[src/rtl/line_xfer_engine.sv]
// Cache-line transfer sequencer: moves one line between cache and memory as
// WORDS_PER_LINE handshaked single-word beats (refill is critical-word-first).
module line_xfer_engine #(
    parameter int AWIDTH         = 9,
    parameter int DWIDTH         = 8,
    parameter int WORDS_PER_LINE = 4,
    parameter int TIMEOUT        = 15
) (
    input  logic                              clock,
    input  logic                              reset,
    input  logic                              req_valid,
    output logic                              req_ready,
    input  logic                              req_write,
    input  logic [AWIDTH-1:0]                 req_addr,
    output logic [$clog2(WORDS_PER_LINE)-1:0] wb_idx,
    input  logic [DWIDTH-1:0]                 wb_data,
    output logic                              fill_valid,
    output logic [DWIDTH-1:0]                 fill_data,
    output logic [$clog2(WORDS_PER_LINE)-1:0] fill_idx,
    output logic                              done,
    output logic                              err,
    output logic                              mem_rd,
    output logic                              mem_wr,
    output logic [AWIDTH-1:0]                 mem_addr,
    output logic [DWIDTH-1:0]                 mem_wdata,
    input  logic [DWIDTH-1:0]                 mem_rdata,
    input  logic                              mem_ready
);

    localparam int OW = $clog2(WORDS_PER_LINE);
    localparam int LW = AWIDTH - OW;
    localparam int TW = (TIMEOUT > 1) ? $clog2(TIMEOUT + 1) : 1;
    localparam bit TO_EN = (TIMEOUT > 0);
    localparam logic [TW-1:0] TO_LAST = TW'((TIMEOUT > 0) ? TIMEOUT - 1 : 0);

    typedef enum logic [1:0] {
        S_IDLE,
        S_XFER,
        S_DONE
    } state_t;

    state_t          state_q, state_d;
    logic [LW-1:0]   line_q, line_d;
    logic            write_q, write_d;
    logic [OW-1:0]   start_q, start_d;
    logic [OW-1:0]   cnt_q, cnt_d;
    logic [TW-1:0]   wait_q, wait_d;
    logic            err_q, err_d;
    logic            fill_valid_q, fill_valid_d;
    logic [DWIDTH-1:0] fill_data_q, fill_data_d;
    logic [OW-1:0]   fill_idx_q, fill_idx_d;

    logic [OW-1:0]   offset;
    logic            beat_done;
    logic            last_beat;
    logic            timed_out;

    // Offset wraps within the line for free because it is only OW bits wide.
    assign offset    = start_q + cnt_q;
    assign beat_done = (state_q == S_XFER) && mem_ready;
    assign last_beat = beat_done && (cnt_q == '1);
    assign timed_out = TO_EN && (state_q == S_XFER) && !mem_ready && (wait_q == TO_LAST);

    // NOTE: sequential state uses non-blocking assignments so every register
    // samples the pre-edge values of its sources, independent of block order.
    always_ff @(posedge clock) begin
        if (reset) begin
            state_q <= S_IDLE;
        end else begin
            state_q <= state_d;
        end
    end

    // NOTE: every combinational output gets a default first, so no path can
    // leave it unassigned and infer a latch.
    always_comb begin
        state_d = state_q;
        case (state_q)
            S_IDLE:  if (req_valid) state_d = S_XFER;
            S_XFER:  if (last_beat || timed_out) state_d = S_DONE;
            S_DONE:  state_d = S_IDLE;
            default: state_d = S_IDLE;
        endcase
    end

    always_comb begin
        req_ready = 1'b0;
        mem_rd    = 1'b0;
        mem_wr    = 1'b0;
        done      = 1'b0;
        err       = 1'b0;
        case (state_q)
            S_IDLE: req_ready = 1'b1;
            S_XFER: begin
                mem_rd = !write_q;
                mem_wr = write_q;
            end
            S_DONE: begin
                done = 1'b1;
                err  = err_q;
            end
            default: ;
        endcase
    end

    assign mem_addr   = {line_q, offset};
    assign wb_idx     = offset;
    assign mem_wdata  = ((state_q == S_XFER) && write_q) ? wb_data : '0;
    assign fill_valid = fill_valid_q;
    assign fill_data  = fill_data_q;
    assign fill_idx   = fill_idx_q;

    always_comb begin
        line_d       = line_q;
        write_d      = write_q;
        start_d      = start_q;
        cnt_d        = cnt_q;
        wait_d       = wait_q;
        err_d        = err_q;
        fill_valid_d = 1'b0;
        fill_data_d  = fill_data_q;
        fill_idx_d   = fill_idx_q;

        case (state_q)
            S_IDLE: begin
                cnt_d  = '0;
                wait_d = '0;
                err_d  = 1'b0;
                if (req_valid) begin
                    line_d  = req_addr[AWIDTH-1:OW];
                    write_d = req_write;
                    start_d = req_write ? '0 : req_addr[OW-1:0];
                end
            end
            S_XFER: begin
                err_d = timed_out;
                if (mem_ready) begin
                    cnt_d  = cnt_q + 1'b1;
                    wait_d = '0;
                end else if (TO_EN) begin
                    wait_d = wait_q + 1'b1;
                end
            end
            default: ;
        endcase

        // Refill words are registered so the cache sees a clean one-cycle strobe.
        if (beat_done && !write_q) begin
            fill_valid_d = 1'b1;
            fill_data_d  = mem_rdata;
            fill_idx_d   = offset;
        end
    end

    always_ff @(posedge clock) begin
        if (reset) begin
            line_q       <= '0;
            write_q      <= 1'b0;
            start_q      <= '0;
            cnt_q        <= '0;
            wait_q       <= '0;
            err_q        <= 1'b0;
            fill_valid_q <= 1'b0;
            fill_data_q  <= '0;
            fill_idx_q   <= '0;
        end else begin
            line_q       <= line_d;
            write_q      <= write_d;
            start_q      <= start_d;
            cnt_q        <= cnt_d;
            wait_q       <= wait_d;
            err_q        <= err_d;
            fill_valid_q <= fill_valid_d;
            fill_data_q  <= fill_data_d;
            fill_idx_q   <= fill_idx_d;
        end
    end

endmodule

[config.mk]
export PLATFORM = sky130hd
export DESIGN_NAME = line_xfer_engine
export DESIGN_NICKNAME = d
export VERILOG_FILES = /design/src/rtl/line_xfer_engine.sv
export SDC_FILE = /design/constraint.sdc
export NUM_CORES = 1
export LEC_CHECK = 0
export BUFFER_PORTS_ARGS = -buffer_cell sky130_fd_sc_hd__buf_4
export CAP_MARGIN = 5
export CORE_ASPECT_RATIO = 0.5
export CORE_UTILIZATION = 41
export CTS_CLUSTER_SIZE = 24
export DETAILED_ROUTE_END_ITERATION = 8
export PLACE_DENSITY = 0.73
export SKIP_CTS_REPAIR_TIMING = 1
export SYNTH_ARGS = -nofsm -noshare
export SYNTH_HDL_FRONTEND = slang
export SYNTH_SLANG_ARGS = --single-unit
[constraint.sdc]
create_clock -name clock -period 1.2 [get_ports clock]
set_input_delay 0.12 -clock clock [delete_from_list [all_inputs] [get_ports clock]]
set_output_delay 0.12 -clock clock [all_outputs]
set_load 0.05 [all_outputs]
==> qor.yml <==
run_status:
  status: "finished with violations"
  violations: "negative setup slack"
worst_hold_path:
  hp-class: "in -> reg"
sta:
  hold_slack_ns: 0.07532
  period_needed_ns: 1.407
  finClkSkew_ns: 0.004117
  drv_slew: 0
  worst_slew_pin_slew_ns: 0.4158
  setup_viol: 39
  period_share_pct: 117.3
  max_freq_mhz: 710.6
  max_slew_margin_pct: 72.28
  hold_viol_final: 0
  rsz0062_at_grt: "yes"
  layout_setup_ws_ns: -0.2073
pwr:
  combPwrFrac_pct: 24.1
  powerDensity_mw_per_mm2: 1036
  p_int_mw: 1.750
  switching_share_pct: 30.94
  p_sw_mw: 0.7840
  total_power_mw: 2.534
  p_leak_nw: 1.040
  clkPwrFrac_pct: 34.3
  power_frac_seq_pct: 41.6
  irDropWorstVdd_mv: 0.6997
flow_run:
  maxCapViolations: 0
route:
  drtIter0Drc: 54
  post_drt_wl_per_cell_um: 15.00
  via_per_inst: 5.046
  first_pass_iters: 4
  vias: 1438
  wirelength_um: 4274
  drc_errors: 0
  drtAntennaViolNets: 0
finish:
  nets: 278
  syn_to_final_growth_pct: 80.76
  fin_cells: 285
  drive_above_1_share_pct: 60.00
  num_antenna_cells: 0
logic_synthesis:
  synth_area_leader_cell: "dfxtp_1"
  synth_commonest_cells: "nand2_1, dfxtp_1, a21oi_1"
  synthTopCellsByArea: "dfxtp_1, nand2_1, a21oi_1"
  synth.most_common_cell: "nand2_1"
  yosysSeqAreaShare_pct: 44.40
  synth-seq-cells: 30
  yosys_most_used_dff: "dfxtp_1"
  synth_edf_count: 0
  netlist_area_mm2: 0.001353
  async_flop_share_pct: 0
  syn_area_per_cell_um2: 8.247
  synth.top_cell.area_share_pct: 44.40
  synth_cells: 164
  ys_warn_count: 0
  syn-num-nets: 198
  yosysUniqueCellTypes: 30
cts:
  cts.path.max_buffers: 2
  cts_tree: "done"
  clkSinkCount: 30
  clk_latency_ns: 0.29
  cts.clk_slew.worst_paths_ns: 0.07
  root_buffer: "clkbuf_8"
  cts_buffers: 5
  cts-htree-levels: 2
grt:
  grt_pass1_vias: 1210
  grt_max_degree: 31
  grt_use_total_pct: 19.83
  antenna_found_initial: 0
  grt_pass1_wl_um: 5416
  overflow: 0
worst_setup_path:
  path_max_fanout: 6
  worstSetupStartpointType: "register"
  critPathCaptureType: "output pin"
  crit_arrival_ns: 1.29
  required_ns: 1.08
  worstSetupPathType: "reg -> out"
placed_design:
  routabilityCongestion: 0.7635
  place_hpwl_um: 2338
  place_worst_setup_slack_ns: -0.02884
  port_buffers: 64
  dp.cells: 269
floorplanning:
  dieArea_mm2: 0.003547
  io_pins: 65
  start_util_pct: 44.12
  dieWidth_um: 83.23
  dieHeight_um: 42.62
  coreArea_mm2: 0.003065
  rows: 14
-- layout by cell type, fill, tap and decap left out, types with 3 or more instances in the layout --
| master | count |
|---|---|
| a21oi_1 | 16 |
| a21oi_2 | 10 |
| and3_4 | 8 |
| buf_4 | 61 |
| buf_6 | 12 |
| buf_8 | 14 |
| clkbuf_8 | 6 |
| dfxtp_1 | 21 |
| dfxtp_2 | 4 |
| dfxtp_4 | 5 |
| nand2_1 | 37 |
| nand2_2 | 5 |
| nand2_4 | 3 |
| nor2b_1 | 3 |
-- sequential cells by signal, summed over array words and instances, names as in the netlist --
| signal | cells |
|---|---|
| state_q | 2 |
| cnt_q | 2 |
| fill_idx | 2 |
| wait_q | 4 |
| line_q | 7 |
| err_q | 1 |
| start_q | 2 |
| fill_data | 8 |
| fill_valid | 1 |
| write_q | 1 |
-- stage by stage --
step | utilization (%) | instance area, µm² | setup TNS, ns
2_1_floorplan | - | 1403 | -0.7358
4_1_cts | 67.14 | 2058 | -4.231
5_1_grt | 79.76 | 2445 | -5.234
3_5_place_dp | 64.04 | 1963 | -0.3002
6_report | 79.76 | 2445 | -3.586
3_3_place_gp | 64.04 | 1963 | -0.1136
-- critical path: stages, from the launching register on --
cell     delay, ns
dfxtp_4       0.38
nor2b_4       0.17
buf_6         0.12
and3_4        0.19
buf_8         0.14
-- layout make-up --
cell class | count | area (µm²)
multi-input combinational | 119 | 868.3
timing repair buffer | 87 | 803.3
sequential | 30 | 624.3
fill | 202 | 620.6
clock buffer | 6 | 82.58
tap | 40 | 50.05
clock inverter | 2 | 12.51
inverter | 1 | 3.754
-- power by group through the flow --
stage | Combinational (mW) | Clock [mW] | Sequential (mW)
after floorplan | 0.218 | 0 | 1.17
after global placement | 0.490 | 0 | 1.08
after detailed placement | 0.496 | 0 | 1.08
after CTS | 0.498 | 0.877 | 1.06
after global routing | 0.638 | 0.932 | 1.06
final | 0.610 | 0.870 | 1.05
-- per-layer routing --
| layer | global-route usage [%] | routed length, µm |
|---|---|---|
| met3 | 6.693 | 155 |
| met1 | 23.78 | 1918 |
| met2 | 33.61 | 2153 |
| met4 | 7.241 | 46 |
| met5 | 0 | 0 |
-- cells by family after synthesis --
logic type / after synthesis / synth area share [%]
simple gates: 82 / 32.10
compound gates: 32 / 12.12
flops: 30 / 44.40
buf+inv: 15 / 5.920
fa+ha+maj: 4 / 3.700
xor+xnor: 1 / 1.757
-- worst paths after layout --
kind | from | end | slack [ns] | cells after the start
worst max-delay path | state_q[0]$_SDFFE_PP0P_ | mem_wdata[1] | -0.21 | 4
worst min-delay path | mem_rdata[2] | fill_data[2]$_SDFFE_PP0P_ | 0.08 | 3
worst max register to register | state_q[1]$_SDFFE_PP0P_ | line_q[0]$_SDFFE_PP0P_ | -0.09 | 3
worst min register to register | start_q[1]$_SDFFE_PP0P_ | start_q[1]$_SDFFE_PP0P_ | 0.45 | 2
Note: power is estimated with default switching activity, not from simulation.
